<file path="src/rtl/tile_game_pkg.sv">
// Shared types and defaults for the piano-tiles controller.
// The lane, lives and edge defaults are also used by the draw and check engines.
package tile_game_pkg;

    localparam int DEF_NUM_LANES   = 4;
    localparam int DEF_LIVES       = 3;
    localparam int DEF_EDGE_OFFSET = 40;

    typedef enum logic [3:0] {
        ST_IDLE      = 4'd0,
        ST_CLEAR     = 4'd1,
        ST_CHECK     = 4'd2,
        ST_HIT       = 4'd3,
        ST_MISS      = 4'd4,
        ST_EDGE_DET  = 4'd5,
        ST_EDGE_CHK  = 4'd6,
        ST_EDGE      = 4'd7,
        ST_EDGE_FAIL = 4'd8,
        ST_DRAW      = 4'd9,
        ST_WAIT      = 4'd10,
        ST_ADVANCE   = 4'd11,
        ST_PAUSED    = 4'd12,
        ST_GAME_OVER = 4'd13
    } state_e;

endpackage

</file>
<file path="src/rtl/tile_game_if.sv">
// Go/done handshake bundle between the game controller and its engines.
// The check engine's verdicts travel with its done pulse.
interface tile_game_if;

    logic clear_go,   clear_done;
    logic check_go,   check_done;
    logic hit_go,     hit_done;
    logic miss_go,    miss_done;
    logic draw_go,    draw_done;
    logic wait_go,    wait_done;
    logic fail_go,    fail_done;
    logic edge_go;
    logic advance_go;
    logic correct;
    logic incorrect;

    modport master (
        output clear_go, check_go, hit_go, miss_go, edge_go,
        output draw_go, wait_go, advance_go, fail_go,
        input  clear_done, check_done, hit_done, miss_done,
        input  draw_done, wait_done, fail_done,
        input  correct, incorrect
    );

    modport slave (
        input  clear_go, check_go, hit_go, miss_go, edge_go,
        input  draw_go, wait_go, advance_go, fail_go,
        output clear_done, check_done, hit_done, miss_done,
        output draw_done, wait_done, fail_done,
        output correct, incorrect
    );

endinterface

</file>
<file path="src/rtl/tile_game_stats.sv">
// Score, lives, hidden hit counter and speed level for one game.
// Strobes come from the controller FSM; load starts a fresh game.
module tile_game_stats
    import tile_game_pkg::*;
#(
    parameter int LIVES          = DEF_LIVES,
    parameter int SCORE_W        = 10,
    parameter int HITS_PER_LEVEL = 8,
    parameter int MAX_LEVEL      = 3
) (
    input  logic               clk,
    input  logic               resetn,
    input  logic               load_i,
    input  logic               hit_i,
    input  logic               miss_i,
    output logic [SCORE_W-1:0] score_o,
    output logic [2:0]         lives_o,
    output logic [1:0]         level_o,
    output logic               lives_zero_next_o
);

    localparam int HC_W =
        (HITS_PER_LEVEL > 1) ? $clog2(HITS_PER_LEVEL) : 1;

    logic [SCORE_W-1:0] score_q;
    logic [2:0]         lives_q;
    logic [1:0]         level_q;
    logic [HC_W-1:0]    hits_q;

    always_ff @(posedge clk or negedge resetn) begin
        if (!resetn) begin
            score_q <= '0;
            lives_q <= 3'(LIVES);
            level_q <= '0;
            hits_q  <= '0;
        end else if (load_i) begin
            score_q <= '0;
            lives_q <= 3'(LIVES);
            level_q <= '0;
            hits_q  <= '0;
        end else begin
            if (hit_i) begin
                if (score_q != '1)
                    score_q <= score_q + 1'b1;
                if (hits_q == HC_W'(HITS_PER_LEVEL - 1)) begin
                    hits_q <= '0;
                    if (level_q < 2'(MAX_LEVEL))
                        level_q <= level_q + 1'b1;
                end else begin
                    hits_q <= hits_q + 1'b1;
                end
            end
            if (miss_i && lives_q != '0)
                lives_q <= lives_q - 1'b1;
        end
    end

    assign score_o           = score_q;
    assign lives_o           = lives_q;
    assign level_o           = level_q;
    // Combined with a miss strobe this means the game ends this cycle
    assign lives_zero_next_o = (lives_q <= 3'd1);

endmodule

</file>
<file path="src/rtl/tile_game_ctrl.sv">
// Master FSM for the piano-tiles game: sequences the engines via go/done.
// Adds lives, saturating score, speed level and pause on top of the base flow.
module tile_game_ctrl
    import tile_game_pkg::*;
#(
    parameter int NUM_LANES      = DEF_NUM_LANES,
    parameter int OFFSET_W       = 6,
    parameter int EDGE_OFFSET    = DEF_EDGE_OFFSET,
    parameter int LIVES          = DEF_LIVES,
    parameter int SCORE_W        = 10,
    parameter int HITS_PER_LEVEL = 8,
    parameter int MAX_LEVEL      = 3
) (
    input  logic                 clk,
    input  logic                 resetn,
    input  logic                 startn,
    input  logic                 pause_req,
    input  logic [OFFSET_W-1:0]  offset,
    input  logic [NUM_LANES-1:0] bottom_row,
    tile_game_if.master          bus,
    output logic [SCORE_W-1:0]   score,
    output logic [2:0]           lives,
    output logic [1:0]           level,
    output logic                 busy_led,
    output logic                 game_over
);

    state_e state_q;
    logic   busy_q;
    logic   over_q;
    logic   load;
    logic   hit_stb;
    logic   miss_stb;
    logic   zero_next;

    assign load     = !startn &&
                      (state_q == ST_IDLE || state_q == ST_GAME_OVER);
    assign hit_stb  = (state_q == ST_HIT) && bus.hit_done;
    assign miss_stb = ((state_q == ST_MISS) && bus.miss_done) ||
                      ((state_q == ST_EDGE_FAIL) && bus.fail_done);

    always_ff @(posedge clk or negedge resetn) begin
        if (!resetn) begin
            state_q <= ST_IDLE;
            busy_q  <= 1'b0;
            over_q  <= 1'b0;
        end else begin
            case (state_q)
                ST_IDLE: if (!startn) begin
                    state_q <= ST_CLEAR;
                    busy_q  <= 1'b1;
                end
                ST_CLEAR: if (bus.clear_done) begin
                    state_q <= ST_CHECK;
                    busy_q  <= 1'b0;
                end
                ST_CHECK: begin
                    if (pause_req)
                        state_q <= ST_PAUSED;
                    else if (bus.check_done && bus.correct)
                        state_q <= ST_HIT;
                    else if (bus.check_done && bus.incorrect)
                        state_q <= ST_MISS;
                    else if (bus.check_done)
                        state_q <= ST_EDGE_DET;
                end
                ST_HIT: if (bus.hit_done)
                    state_q <= ST_EDGE_DET;
                ST_MISS: if (bus.miss_done) begin
                    state_q <= zero_next ? ST_GAME_OVER : ST_EDGE_DET;
                    over_q  <= zero_next;
                end
                ST_EDGE_DET:
                    state_q <= (offset == OFFSET_W'(EDGE_OFFSET)) ?
                               ST_EDGE_CHK : ST_DRAW;
                ST_EDGE_CHK:
                    state_q <= (bottom_row == '0) ? ST_EDGE : ST_EDGE_FAIL;
                ST_EDGE:
                    state_q <= ST_DRAW;
                ST_EDGE_FAIL: if (bus.fail_done) begin
                    state_q <= zero_next ? ST_GAME_OVER : ST_DRAW;
                    over_q  <= zero_next;
                end
                ST_DRAW: if (bus.draw_done)
                    state_q <= ST_WAIT;
                ST_WAIT: if (bus.wait_done)
                    state_q <= ST_ADVANCE;
                ST_ADVANCE:
                    state_q <= ST_CHECK;
                ST_PAUSED: if (pause_req)
                    state_q <= ST_CHECK;
                ST_GAME_OVER: if (!startn) begin
                    state_q <= ST_CLEAR;
                    busy_q  <= 1'b1;
                    over_q  <= 1'b0;
                end
                default: begin
                    state_q <= ST_IDLE;
                    busy_q  <= 1'b0;
                    over_q  <= 1'b0;
                end
            endcase
        end
    end

    // Engine enables decode the state register directly so reset kills them
    assign bus.clear_go   = (state_q == ST_CLEAR);
    assign bus.check_go   = (state_q == ST_CHECK);
    assign bus.hit_go     = (state_q == ST_HIT);
    assign bus.miss_go    = (state_q == ST_MISS);
    assign bus.edge_go    = (state_q == ST_EDGE);
    assign bus.fail_go    = (state_q == ST_EDGE_FAIL);
    assign bus.draw_go    = (state_q == ST_DRAW);
    assign bus.wait_go    = (state_q == ST_WAIT);
    assign bus.advance_go = (state_q == ST_ADVANCE);

    assign busy_led  = busy_q;
    assign game_over = over_q;

    tile_game_stats #(
        .LIVES          (LIVES),
        .SCORE_W        (SCORE_W),
        .HITS_PER_LEVEL (HITS_PER_LEVEL),
        .MAX_LEVEL      (MAX_LEVEL)
    ) u_stats (
        .clk               (clk),
        .resetn            (resetn),
        .load_i            (load),
        .hit_i             (hit_stb),
        .miss_i            (miss_stb),
        .score_o           (score),
        .lives_o           (lives),
        .level_o           (level),
        .lives_zero_next_o (zero_next)
    );

endmodule

</file>
<file path="src/flat_wrapper.sv">
// flat-port wrapper written by rule: the top's interface ports become plain ports
module tile_game_ctrl_flat import tile_game_pkg::*;
#(
    parameter int NUM_LANES      = DEF_NUM_LANES,
    parameter int OFFSET_W       = 6,
    parameter int EDGE_OFFSET    = DEF_EDGE_OFFSET,
    parameter int LIVES          = DEF_LIVES,
    parameter int SCORE_W        = 10,
    parameter int HITS_PER_LEVEL = 8,
    parameter int MAX_LEVEL      = 3
)
  (clk, resetn, startn, pause_req, offset, bottom_row, score, lives, level, busy_led, game_over, bus_clear_go, bus_check_go, bus_hit_go, bus_miss_go, bus_edge_go, bus_draw_go, bus_wait_go, bus_advance_go, bus_fail_go, bus_clear_done, bus_check_done, bus_hit_done, bus_miss_done, bus_draw_done, bus_wait_done, bus_fail_done, bus_correct, bus_incorrect);
  tile_game_if bus_i ();
  input  logic clk;
  input  logic resetn;
  input  logic startn;
  input  logic pause_req;
  input  logic [OFFSET_W-1:0] offset;
  input  logic [NUM_LANES-1:0] bottom_row;
  output logic [SCORE_W-1:0] score;
  output logic [2:0] lives;
  output logic [1:0] level;
  output logic busy_led;
  output logic game_over;
  output wire logic [$bits(bus_i.clear_go)-1:0] bus_clear_go;
  output wire logic [$bits(bus_i.check_go)-1:0] bus_check_go;
  output wire logic [$bits(bus_i.hit_go)-1:0] bus_hit_go;
  output wire logic [$bits(bus_i.miss_go)-1:0] bus_miss_go;
  output wire logic [$bits(bus_i.edge_go)-1:0] bus_edge_go;
  output wire logic [$bits(bus_i.draw_go)-1:0] bus_draw_go;
  output wire logic [$bits(bus_i.wait_go)-1:0] bus_wait_go;
  output wire logic [$bits(bus_i.advance_go)-1:0] bus_advance_go;
  output wire logic [$bits(bus_i.fail_go)-1:0] bus_fail_go;
  input wire logic [$bits(bus_i.clear_done)-1:0] bus_clear_done;
  input wire logic [$bits(bus_i.check_done)-1:0] bus_check_done;
  input wire logic [$bits(bus_i.hit_done)-1:0] bus_hit_done;
  input wire logic [$bits(bus_i.miss_done)-1:0] bus_miss_done;
  input wire logic [$bits(bus_i.draw_done)-1:0] bus_draw_done;
  input wire logic [$bits(bus_i.wait_done)-1:0] bus_wait_done;
  input wire logic [$bits(bus_i.fail_done)-1:0] bus_fail_done;
  input wire logic [$bits(bus_i.correct)-1:0] bus_correct;
  input wire logic [$bits(bus_i.incorrect)-1:0] bus_incorrect;
  assign bus_clear_go = bus_i.clear_go;
  assign bus_check_go = bus_i.check_go;
  assign bus_hit_go = bus_i.hit_go;
  assign bus_miss_go = bus_i.miss_go;
  assign bus_edge_go = bus_i.edge_go;
  assign bus_draw_go = bus_i.draw_go;
  assign bus_wait_go = bus_i.wait_go;
  assign bus_advance_go = bus_i.advance_go;
  assign bus_fail_go = bus_i.fail_go;
  assign bus_i.clear_done = bus_clear_done;
  assign bus_i.check_done = bus_check_done;
  assign bus_i.hit_done = bus_hit_done;
  assign bus_i.miss_done = bus_miss_done;
  assign bus_i.draw_done = bus_draw_done;
  assign bus_i.wait_done = bus_wait_done;
  assign bus_i.fail_done = bus_fail_done;
  assign bus_i.correct = bus_correct;
  assign bus_i.incorrect = bus_incorrect;
  tile_game_ctrl #(.NUM_LANES(NUM_LANES), .OFFSET_W(OFFSET_W), .EDGE_OFFSET(EDGE_OFFSET), .LIVES(LIVES), .SCORE_W(SCORE_W), .HITS_PER_LEVEL(HITS_PER_LEVEL), .MAX_LEVEL(MAX_LEVEL)) u_core (.clk(clk), .resetn(resetn), .startn(startn), .pause_req(pause_req), .offset(offset), .bottom_row(bottom_row), .bus(bus_i), .score(score), .lives(lives), .level(level), .busy_led(busy_led), .game_over(game_over));
endmodule
</file>
<file path="config.mk">
export PLATFORM = sky130hd
export DESIGN_NAME = tile_game_ctrl_flat
export DESIGN_NICKNAME = d
export VERILOG_FILES = /design/src/rtl/tile_game_pkg.sv /design/src/rtl/tile_game_if.sv /design/src/rtl/tile_game_stats.sv /design/src/rtl/tile_game_ctrl.sv /design/src/flat_wrapper.sv
export SDC_FILE = /design/constraint.sdc
export NUM_CORES = 1
export LEC_CHECK = 0
export CORE_ASPECT_RATIO = 0.7
export CORE_MARGIN = 3
export CORE_UTILIZATION = 45
export CTS_CLUSTER_SIZE = 25
export DETAILED_ROUTE_END_ITERATION = 12
export PLACE_DENSITY_LB_ADDON = 0.25
export SYNTH_ARGS = -nofsm -noshare
export SYNTH_HDL_FRONTEND = slang
export SYNTH_HIERARCHICAL = 1
export SYNTH_SLANG_ARGS = --single-unit
</file>
<file path="constraint.sdc">
create_clock -name clk -period 4.55 [get_ports clk]
set_input_delay 0.91 -clock clk [delete_from_list [all_inputs] [get_ports clk]]
set_output_delay 0.91 -clock clk [all_outputs]
set_load 0.05 [all_outputs]
</file>
# Word level (Yosys, flattened, before mapping)
# Index checks and enable logic that the tools add are counted.
word_totals:
  inputBits: 23
  regBits: 24
  wordCells: 103
op_classes:
  eq_ne: 26
  reduce_logical: 26
  n_addsub: 4
  order_cmp: 2
  n_mux: 36
  n_bitwise: 2
ops:
  columns: ["operator", "n"]
  rows:
  - ["2-to-1 mux 4 bit", 15]
  - ["one-hot mux 4 bit (13 select lines)", 1]
  - ["2-to-1 mux 10 bit", 3]
  - ["equality test 4 bit, second input constant", 6]
  - ["OR reduction 11 bit", 2]
  - ["2-to-1 mux 3 bit", 6]
  - ["equality test 4 x 3 -> 1 bit, second input constant", 4]
  - ["!= test 2 x 1 -> 1 bit, second input constant", 6]
  - ["adder 10 x 1 -> 10 bit, second input constant", 1]
  - ["!= test 10 bit, second input constant", 1]
  - ["nonzero test 2 bit", 5]
  - ["AND reduction 9 bit", 1]
  - ["equality test 4 x 2 -> 1 bit, second input constant", 2]
  - ["logical NOT 4 bit", 2]
  - ["2-to-1 mux 2 bit", 4]
  - ["logical AND 1 bit", 7]
  - ["equality test 6 bit, second input constant", 1]
  - ["!= test 2 bit, second input constant", 3]
  - ["AND reduction 3 bit", 2]
  - ["2-to-1 mux 1 bit", 5]
  - ["!= test 5 x 2 -> 1 bit, second input constant", 1]
  - ["equality test 4 x 1 -> 1 bit, second input constant", 1]
  - ["one-hot mux 1 bit (4 select lines)", 1]
  - ["AND reduction 4 bit", 1]
  - ["13 further kinds", 15]

# Longest topological paths before layout
# Gate-level depths: netlist (run 1).
logic_depth:
  depth_word: 6
  mapped_depth: 10

# By module
# The synthesis (run 1) kept the hierarchy.
modules_own_cells:
  columns: ["module", "area_per_inst_um2", "n_inst", "seq_area_each_um2", "cells_each"]
  rows:
  - ["tile_game_stats", 972.2, 1, 452.9, 96]
  - ["tile_game_ctrl", 784.5, 1, 150.1, 104]

# Worst setup path before layout (run 1)
# OpenSTA, ideal clock, no wires.
synth_path:
  kind: "register -> register"
  startpoint: "register u_core.state_q[3]"
  endpoint: "register u_core.u_stats.score_q[7] (netlist: u_core/u_stats/score_o[7])"
  arrival_time_ns: 3.270
  path_buffers: 4
  period_less_slack_ns: 3.348
  path_slack_ns: 1.202
  setup_time_ns: 0.078
  stages_incl_launch_ff: 11
  cell_sequence: "dfrtp_1 -> buf_6 -> buf_2 -> clkbuf_1 -> nor3_1 -> and2_1 -> buf_2 -> inv_1 -> a31o_4 -> or4_1 -> a21oi_1"
synth_via:
  elab_cells_between_ends: 10
synth_rtl:
  columns: ["item", "line", "text"]
  rows:
  - ["from (decl)", "tile_game_ctrl.sv:28", "state_e state_q;"]
  - ["from (signal assigned)", "tile_game_ctrl.sv:70", "state_q <= zero_next ? ST_GAME_OVER : ST_EDGE_DET;"]
  - ["from (signal assigned)", "tile_game_ctrl.sv:74", "state_q <= (offset == OFFSET_W'(EDGE_OFFSET)) ?"]
  - ["from (signal assigned)", "tile_game_ctrl.sv:77", "state_q <= (bottom_row == '0) ? ST_EDGE : ST_EDGE_FAIL;"]
  - ["equality test 4 x 2 -> 1 bit", null, null]
  - ["net bus_hit_go", "flat_wrapper.sv:27", "output wire logic [$bits(bus_i.hit_go)-1:0] bus_hit_go;"]
  - ["logical AND 1 bit", "tile_game_ctrl.sv:38", "assign hit_stb = (state_q == ST_HIT) && bus.hit_done;"]
  - ["net u_core.hit_stb", "tile_game_ctrl.sv:32", "logic hit_stb;"]
  - ["nonzero test 2 bit (no line)", null, null]
  - ["AND reduction 2 bit (no line)", null, null]
  - ["to (signal assigned)", "tile_game_stats.sv:44", "score_q <= score_q + 1'b1;"]
  - ["to (decl)", "tile_game_stats.sv:25", "logic [SCORE_W-1:0] score_q;"]
# The timed path passes the listed nets, and every way through them passes these cells.
# A chain may end at the register's enable or synchronous reset.

# Worst setup path in the final report (run 1)
layout_path:
  startpoint: "register u_core.state_q[3]"
  endpoint: "output port bus_fail_go"
layout_via:
  elab_chain_len: 1
layout_rtl:
  columns: ["item", "line", "text"]
  rows:
  - ["equality test 4 bit", "tile_game_ctrl.sv:112", "assign bus.fail_go = (state_q == ST_EDGE_FAIL);"]
  - ["to (decl)", "flat_wrapper.sv:33", "output wire logic [$bits(bus_i.fail_go)-1:0] bus_fail_go;"]
# Every way passes these cells.

==> flow_summary_export.csv, run 1 <==
group,metric,value,unit
critical_path,end_kind,"output port",
die,die_x,80.7,um
die,core,3630,um^2
logic_synthesis,synth_simple_gate_area_share,30.3,%
critical_path,crit_slowest_cell,"dfrtp_1",
critical_path,cp_max_fo,26,
power,switchingPower,0.621,mW
logic_synthesis,avgSynthCellArea,8.78,um^2
critical_path,worst-setup-path-type,"flop to output port",
sta,setup_viol_count_final,0,
logic_synthesis,synth_fa_ha_area_share,4.99,%
power,switching_share,46.6,%
cts,path_clk_slew,0.09,ns
logic_synthesis,syn_nets,230,
route,dr.pass1.iters,4,
status,outcome,"complete, no violations",
final_layout,antenna_cells,0,
cts,clock-sinks,24,
route,vias,1654,
logic_synthesis,synth.top_cell.area_share,31.3,%
sta,max_slew_margin,22.8,%
route,avgViaCountPerCell,5.70,
final_layout,n_fill_cell,297,
die,dieArea,4700,um^2
final_layout,final_area,2310,um^2
final_layout,final_core_util,63.8,%
logic_synthesis,synth_top_family_by_area,"simple AND/OR/NAND/NOR gates",
min_path,hp-class,"flop to flop",
sta,tightest_slew,1.16,ns
global_route,grt_pass1_vias,1512,
cts,numCtsBuffers,3,
logic_synthesis,synthFlopType,"dfrtp_1",
critical_path,reg2reg_slack,1.80,ns
min_path,hp-start,"u_core/u_stats/hits_q[1]",
logic_synthesis,synth_area_leader_cell,"dfrtp_1",
critical_path,crit_start,"u_core/state_q[3]",
power,p_seq_share,30.3,%
power,p_total,1.33,mW
route,drc,0,
cts,h-tree-depth,1,
min_path,hold_depth,2,
cts,insertion_delay,0.26,ns
critical_path,crit_family,"flip-flops",
place,post_dp_cell_area,2240,um^2
power,power.leakage,0.970,nW
sta,post-route-period-util,73.5,%
global_route,grt_usage,19.9,%
cts,cts-root-buf,"clkbuf_8",
sta,layout_setup_ws,1.21,ns
cts,clk_path_buf_depth,2,
critical_path,rr_worst_depth,7,
logic_synthesis,ys_seq_area_share,34.3,%
power,clkPwrFrac,13.7,%
critical_path,crit_chain,"nand2b_1 -> nor2_1 -> clkdlybuf4s50_1",
sta,period_needed,3.34,ns
die,io_pins,49,
logic_synthesis,yosys.area_share.xor_xnor,2.49,%
logic_synthesis,synth_mux_area_share,5.98,%
place,place_worst_setup_slack,1.53,ns
route,routed_wl,4320,um
cts,hold_buffers,0,
global_route,grt_max_degree,27,
sta,setup_tns,0,ns
power,powerDensity,576,nW/um^2
global_route,overflow,0,
cts,cts_tree,"yes",
flow_run,drv_cap,0,
critical_path,reg2reg_to,"u_core/u_stats/score_o[7]",
global_route,grt_pass1_wl,7420,um
sta,holdWs,0.551,ns
logic_synthesis,synth_area,1760,um^2
place,dp_hpwl,3200,um
min_path,hold-path-endpoint,"u_core/u_stats/hits_q[1]",
route,detail_route.wl_per_cell,14.9,um
logic_synthesis,netlist_instances,200,
place,dp_cells,286,
power,internal-power,0.712,mW
sta,hold_violations,0,
power,vdd_ir_drop_max,0.463,mV
final_layout,stdcell_count,290,
route,drtAntennaViolNets,0,
logic_synthesis,ys_warn_count,6,
logic_synthesis,async_reset_ff_share,100,%
critical_path,critPathLaunchType,"flop",
critical_path,cp.buffers_inverters,1,
critical_path,r2r_start,"u_core/state_q[1]",
final_layout,drive_above_1_share,8.33,%
logic_synthesis,synth_edf_count,0,
global_route,antenna_found_initial,0,
die,die_h,58.3,um
place,port_buffers,48,
logic_synthesis,synth_compound_area_share,16.7,%
logic_synthesis,yosys-top-cells-count,"nor2_1 (27), dfrtp_1 (22), nand2_1 (14), a21oi_1 (11), inv_1 (8)",
sta,skew,0.00685,ns
route,drt-initial-drc-count,145,
power,combPwrFrac,55.9,%
place,gp_congestion,0.828,
cts,post_cts_buffers,0,
critical_path,slowest_delay,0.82,ns
final_layout,area.growth.synth_to_final,31.7,%
logic_synthesis,synth.most_common_cell,"nor2_1",
logic_synthesis,ys_types,58,
final_layout,nNetsFinal,271,
critical_path,critPathArrivalTime,2.43,ns
cts,ctsResizeCount,0,
critical_path,worstPathRequired,3.64,ns
sta,rsz0062_at_grt,"no",
die,rows,18,
logic_synthesis,synth_seq_cells,24,
sta,slew_violations,0,
logic_synthesis,synthTopCellsByArea,"dfrtp_1 (31%), nor2_1 (5.8%), ha_1 (5.0%)",
die,initial_core_util,48.4,%
sta,max_freq,0.299,GHz
[how the worst max path moves through the flow]
stage / end / slack [ns] / cells past startpoint
after floorplan: u_core/u_stats/score_o[7] / 1.20 / 10
after global placement: bus_fail_go / 1.59 / 3
after detailed placement: bus_fail_go / 1.53 / 3
after CTS: bus_fail_go / 1.22 / 3
after global routing: bus_wait_go / 1.08 / 3
final: bus_fail_go / 1.21 / 3
[power by group through the flow]
stage               Clock, mW  Sequential (mW)  Combinational, mW
floorplan                   0            0.404              0.558
global placement            0            0.399              0.738
detailed placement          0            0.404              0.742
CTS                     0.188            0.401              0.747
global route            0.197            0.421              0.809
finish                  0.183            0.404              0.746
[final cells by class]
type / instances / area [um^2] / share of cell area [%]
Multi-Input combinational cell: 156 / 1070 / 46.1
Sequential cell: 24 / 603 / 26.1
Timing Repair Buffer: 48 / 480 / 20.8
Tap cell: 50 / 62.6 / 2.70
Clock buffer: 3 / 41.3 / 1.78
Clock inverter: 1 / 30.0 / 1.30
Inverter: 8 / 30.0 / 1.30
[placed cells by master (no fill, tap or decap), types with 2 or more instances in the layout]
cell             count
nand2_1             14
xor2_1               3
nor2_1              27
dfrtp_1             22
nand3_1              6
dfstp_2              2
ha_1                 7
mux2_4               3
o21ai_0              5
or4_1                2
nand4_1              4
mux2i_1              6
nor2b_1              4
o2111ai_1            2
clkbuf_8             3
nand3b_1             3
xnor2_1              2
a211oi_1             2
and4_4               2
clkdlybuf4s50_1     48
a31oi_1              2
nor4bb_1             2
or3_1                2
and4_1               2
inv_1                8
nand2b_1             7
a21oi_1             11
nor3b_1              3
nor3_1               7
[state kept, by name, summed over array words and instances, names as in the netlist]
register	flops
u_core/u_stats/level_o	2
u_core/game_over	1
u_core/u_stats/score_o	10
u_core/busy_led	1
u_core/state_q	4
u_core/u_stats/lives_o	3
u_core/u_stats/hits_q	3
[kinds of logic after synthesis]
kind of cell	Yosys count
compound gates	41
flops	24
xor+xnor	5
simple gates	94
mux	9
fa+ha+maj	7
buf+inv	20
[layer usage]
layer	global-route usage (%)	part of all wire [%]	vias to the layer above	wire length, um
li1	-	-	810	-
met1	31.7	54	805	2330
met2	27.6	41	37	1790
met3	4.50	4.4	2	189
met4	2.89	0.39	0	17
met5	0	0	-	0
[worst min-delay path, delay by kind of cell (launching register included)]
kind             cells  cell delay [ns]
DFF                  1             0.35
muxes                1             0.07
and+or+nand+nor      1             0.09
Note: power is estimated with default switching activity, not from simulation.
==> inputs of run 2 (changes only) <==
Clock period 4.55 ns to 3.2 ns, I/O delays scaled along.
==> flow_summary_export.csv, run 2 (synthesized netlist as in run 1, its figures left out) <==
group,metric,value,unit
critical_path,critPathArrivalTime,2.30,ns
sta,max_slew_margin,61.6,%
cts,ctsResizeCount,0,
place,dp_cells,291,
route,routed_wl,4490,um
flow_run,drv_cap,0,
global_route,antenna_found_initial,0,
critical_path,crit_family,"buffers and inverters",
critical_path,rr_worst_depth,7,
final_layout,most-common-layout-cells,"clkdlybuf4s50_1 (48), nor2_1 (27), dfrtp_1 (22)",
sta,tightest_slew,0.576,ns
critical_path,slowest_delay,0.85,ns
final_layout,antenna_cells,0,
cts,hold_buffers,0,
critical_path,crit_start,"u_core/state_q[0]",
critical_path,cp.buffers_inverters,1,
global_route,grt_pass1_vias,1510,
critical_path,critPathLaunchType,"flop",
die,initial_core_util,48.4,%
final_layout,multi_input_comb_area,1070,um^2
final_layout,final-seq-area,603,um^2
critical_path,crit_slowest_cell,"clkdlybuf4s50_1",
global_route,overflow,0,
final_layout,nNetsFinal,276,
min_path,hp-start,"u_core/u_stats/hits_q[1]",
cts,post_cts_buffers,0,
route,wirelength_met1,2210,um
die,dieArea,4700,um^2
cts,insertion_delay,0.27,ns
final_layout,layout_commonest_cell,"clkdlybuf4s50_1",
sta,setup_viol_count_final,0,
sta,post-route-period-util,91.9,%
sta,slew_violations,0,
cts,path_clk_slew,0.09,ns
critical_path,path_depth,3,
route,dr_wl_met2,1870,um
cts,clk_path_buf_depth,2,
critical_path,worstPathRequired,2.56,ns
die,io_pins,49,
sta,rsz0062_at_grt,"no",
power,internal-power,1.04,mW
power,combPwrFrac,59.9,%
cts,h-tree-depth,1,
cts,cts-root-buf,"clkbuf_8",
route,wl_met3,395,um
route,drc,0,
die,rows,18,
route,drtAntennaViolNets,0,
cts,cts_tree,"yes",
power,clkPwrFrac,13.5,%
sta,period_needed,2.94,ns
route,avgViaCountPerCell,5.73,
min_path,hp-class,"flop to flop",
sta,hold_violations,0,
min_path,hold_depth,2,
place,port_buffers,48,
power,switchingPower,0.905,mW
sta,holdWs,0.561,ns
sta,setup_tns,0,ns
route,detail_route.wl_per_cell,15.2,um
global_route,grt_max_degree,25,
critical_path,cp_max_fo,20,
final_layout,drive_above_1_share,10.6,%
power,vdd_ir_drop_max,0.617,mV
global_route,grt_pass1_wl,7560,um
power,p_seq_share,26.6,%
route,dr.pass1.iters,4,
die,die_x,80.7,um
global_route,grt_usage,20.6,%
critical_path,r2r_start,"u_core/state_q[0]",
route,vias,1689,
power,switching_share,46.5,%
cts,numCtsBuffers,3,
place,dp_hpwl,3450,um
critical_path,end_kind,"output port",
power,power.leakage,0.997,nW
critical_path,worst-setup-path-type,"flop to output port",
critical_path,crit_chain,"nand2_1 -> nor3_2 -> clkdlybuf4s50_1",
die,die_h,58.3,um
final_layout,area.growth.synth_to_final,34.1,%
sta,skew,0.00834,ns
route,drt-initial-drc-count,140,
final_layout,n_fill_cell,302,
route,top_layer,"met4",
place,gp_congestion,0.921,
power,powerDensity,826,nW/um^2
cts,clock-sinks,24,
status,outcome,"complete, no violations",
final_layout,stdcell_count,295,
die,core,3630,um^2
final_layout,largest_register_ffs,10,
sta,max_freq,0.340,GHz
[run 2: cell types whose count changed in the layout (fill, tap and decap cells not counted), sizes merged]
cell  delta
buf      +5
[run 2: power groups by stage]
stage / registers, mW / clock network [mW] / logic (mW)
floorplan: 0.575 / 0 / 0.797
global route: 0.535 / 0.286 / 1.25
detailed placement: 0.519 / 0 / 1.15
CTS: 0.516 / 0.270 / 1.16
finish: 0.518 / 0.263 / 1.17
global placement: 0.520 / 0 / 1.14
[run 2: area by class of cell]
class                   count  share of cell area (%)
clock inverters             1                    1.27
flip-flops and latches     24                    25.6
inverters                   8                    1.27
well taps                  50                    2.66
multi-input cells         156                    45.5
repair buffers             53                    22.0
clock buffers               3                    1.75
[run 2: through the flow]
step,setup slack (ns),instance area (um^2),util (%),power (mW)
after global routing,0.109,2360,65.0,2.07
after global placement,0.599,2280,63.0,1.66
after floorplan,0.321,1760,-,1.37
after CTS,0.270,2360,65.0,1.95
after detailed placement,0.593,2280,63.0,1.67
final,0.258,2360,65.0,1.95
[run 2: worst reg2reg max path: stages, from the launching register on]
cell     delay, ns
dfrtp_1       0.72
nand2_1       0.27
nor3_2        0.19
and2_1        0.35
inv_1         0.14
a31o_4        0.26
or4_1         0.46
a21oi_1       0.16
[run 2: path summary, 6_finish.rpt]
| kind | endpoint | slack, ns |
|---|---|---|
| setup / recovery | bus_hit_go | 0.26 |
| hold / removal | u_core/u_stats/hits_q[1] | 0.56 |
| setup reg to reg | u_core/u_stats/score_o[7] | 0.57 |
| hold reg to reg | u_core/u_stats/hits_q[1] | 0.56 |
| max in group asynchronous | u_core/u_stats/lives_o[1] | 2.20 |
| min in group asynchronous | u_core/u_stats/score_o[8] | 0.71 |
[run 2: metal layers]
layer / vias up / track usage (%)
met5: - / 0
met4: 0 / 3.37
met3: 5 / 6.37
met2: 72 / 27.4
met1: 792 / 32.7
li1: 820 / -
==> inputs of run 3 (changes only) <==
Settings changed: CORE_ASPECT_RATIO 0.7 to unset, CORE_UTILIZATION 45 to 43.
Clock period 3.2 ns to 2.7 ns, I/O delays scaled along.
==> flow_summary_export.csv, run 3 (synthesized netlist as in run 1, its figures left out) <==
group,metric,value,unit
final_layout,area.growth.synth_to_final,33.1,%
cts,clock-sinks,24,
place,port_buffers,48,
min_path,hp-class,"flop to flop",
cts,h-tree-depth,1,
critical_path,critPathLaunchType,"flop",
cts,insertion_delay,0.26,ns
sta,max_slew_margin,66.2,%
final_layout,most-common-layout-cells,"clkdlybuf4s50_1 (40), nor2_1 (27), dfrtp_1 (22)",
min_path,hp-start,"u_core/u_stats/hits_q[1]",
sta,setup_tns,0,ns
final_layout,n_fill_cell,356,
sta,rsz0062_at_grt,"no",
global_route,grt_usage,17.7,%
min_path,hold_depth,2,
critical_path,cp_max_fo,6,
final_layout,antenna_cells,0,
power,powerDensity,950,nW/um^2
route,dr.pass1.iters,4,
route,detail_route.wl_per_cell,14.5,um
sta,slew_violations,0,
die,core,3800,um^2
global_route,grt_pass1_vias,1544,
critical_path,crit_chain,"nand2b_4 -> nor3_1 -> clkdlybuf4s50_1",
critical_path,critPathArrivalTime,1.87,ns
min_path,hold-path-endpoint,"u_core/u_stats/hits_q[1]",
global_route,grtUsageMet2,28.1,%
status,outcome,"complete, no violations",
global_route,overflow,0,
final_layout,final_core_util,61.6,%
cts,cts_tree,"yes",
die,initial_core_util,46.2,%
global_route,use_met1,25.0,%
cts,ctsResizeCount,0,
cts,post_cts_buffers,0,
die,rows,22,
die,die_h,69.9,um
cts,hold_buffers,0,
cts,path_clk_slew,0.08,ns
route,routed_wl,4280,um
die,die_x,69.9,um
critical_path,slowest_delay,0.84,ns
sta,period_needed,2.41,ns
sta,hold_violations,0,
place,gp_congestion,0.849,
critical_path,worstPathRequired,2.16,ns
cts,clk_path_buf_depth,2,
route,drt-initial-drc-count,99,
sta,skew,0.00460,ns
global_route,grt_pass1_wl,7280,um
sta,setup_viol_count_final,0,
route,drtAntennaViolNets,0,
critical_path,rr_worst_depth,7,
route,vias,1637,
critical_path,crit_slowest_cell,"clkdlybuf4s50_1",
final_layout,largest_register_ffs,10,
critical_path,end_kind,"output port",
flow_run,drv_cap,0,
power,vdd_ir_drop_max,0.481,mV
cts,numCtsBuffers,3,
critical_path,r2r_start,"u_core/state_q[3]",
sta,post-route-period-util,89.2,%
critical_path,worst-setup-path-type,"flop to output port",
sta,holdWs,0.535,ns
place,dp_hpwl,3170,um
global_route,antenna_found_initial,0,
global_route,grt_max_degree,26,
sta,max_freq,0.415,GHz
global_route,busiest_layer,"met2",
cts,cts-root-buf,"clkbuf_8",
die,dieArea,4890,um^2
route,avgViaCountPerCell,5.55,
power,power.leakage,1.02,nW
final_layout,drive_above_1_share,14.6,%
route,drc,0,
global_route,met3_usage,4.17,%
critical_path,reg2reg_to,"u_core/u_stats/score_o[7]",
critical_path,reg2reg_slack,0.55,ns
sta,tightest_slew,0.506,ns
die,io_pins,49,
final_layout,layout_commonest_cell,"clkdlybuf4s50_1",
final_layout,nNetsFinal,278,
==> run 3: changes by cell type in the layout (fill, tap and decap cells not counted), sizes merged <==
cell and delta:
bufinv -1, clkdlybuf4s50 -8, buf +10, clkbuf +1
==> run 3: layout make-up <==
class	count	area (um^2)	area share (%)
tap	48	60.1	2.57
inverter	8	30.0	1.28
timing repair buffer	55	513	21.9
clock buffer	4	55.1	2.35
multi-input combinational	156	1080	46.1
sequential	24	603	25.8
==> run 3: worst max-delay path by stage <==
stage,cells after the start,start,slack [ns],endpoint
global route,3,u_core/state_q[0],0.23,bus_check_go
finish,3,u_core/state_q[0],0.29,bus_check_go
CTS,3,u_core/state_q[0],0.29,bus_check_go
floorplan,10,u_core/state_q[3],0.03,u_core/u_stats/score_o[7]
detailed placement,5,pause_req,0.41,u_core/state_q[0]
global placement,5,pause_req,0.44,u_core/state_q[3]
==> run 3: per-stage QoR <==
| stage | worst slack (ns) | total power, mW | area (um^2) | std cells |
|---|---|---|---|---|
| finish | 0.292 | 2.22 | 2340 | 295 |
| global route | 0.228 | 2.39 | 2340 | 295 |
| CTS | 0.286 | 2.24 | 2340 | 295 |
| detailed placement | 0.409 | 1.99 | 2280 | 291 |
| global placement | 0.435 | 1.97 | 2280 | 291 |
| floorplan | 0.0264 | 1.63 | 1770 | 200 |
==> run 3: layer usage <==
metal,up-vias,part of all wire (%),wire length [um]
met2,40,47,2010
met1,774,48,2040
met5,-,0,0
li1,819,-,-
met4,0,0.26,11
met3,4,5.1,218
==> run 3: worst max-delay path, delay by kind of cell, from the launching register on <==
| kind | cells | cell delay (ns) |
|---|---|---|
| flip-flops | 1 | 0.45 |
| AND/OR/NAND/NOR | 2 | 0.32 |
| buffers and inverters | 1 | 0.84 |
==> run 3: report_power, final <==
part	leakage [nW]	switching, mW	internal, mW
logic	0.670	0.834	0.577
clock network	0.0288	0.110	0.130
registers	0.316	0.110	0.462
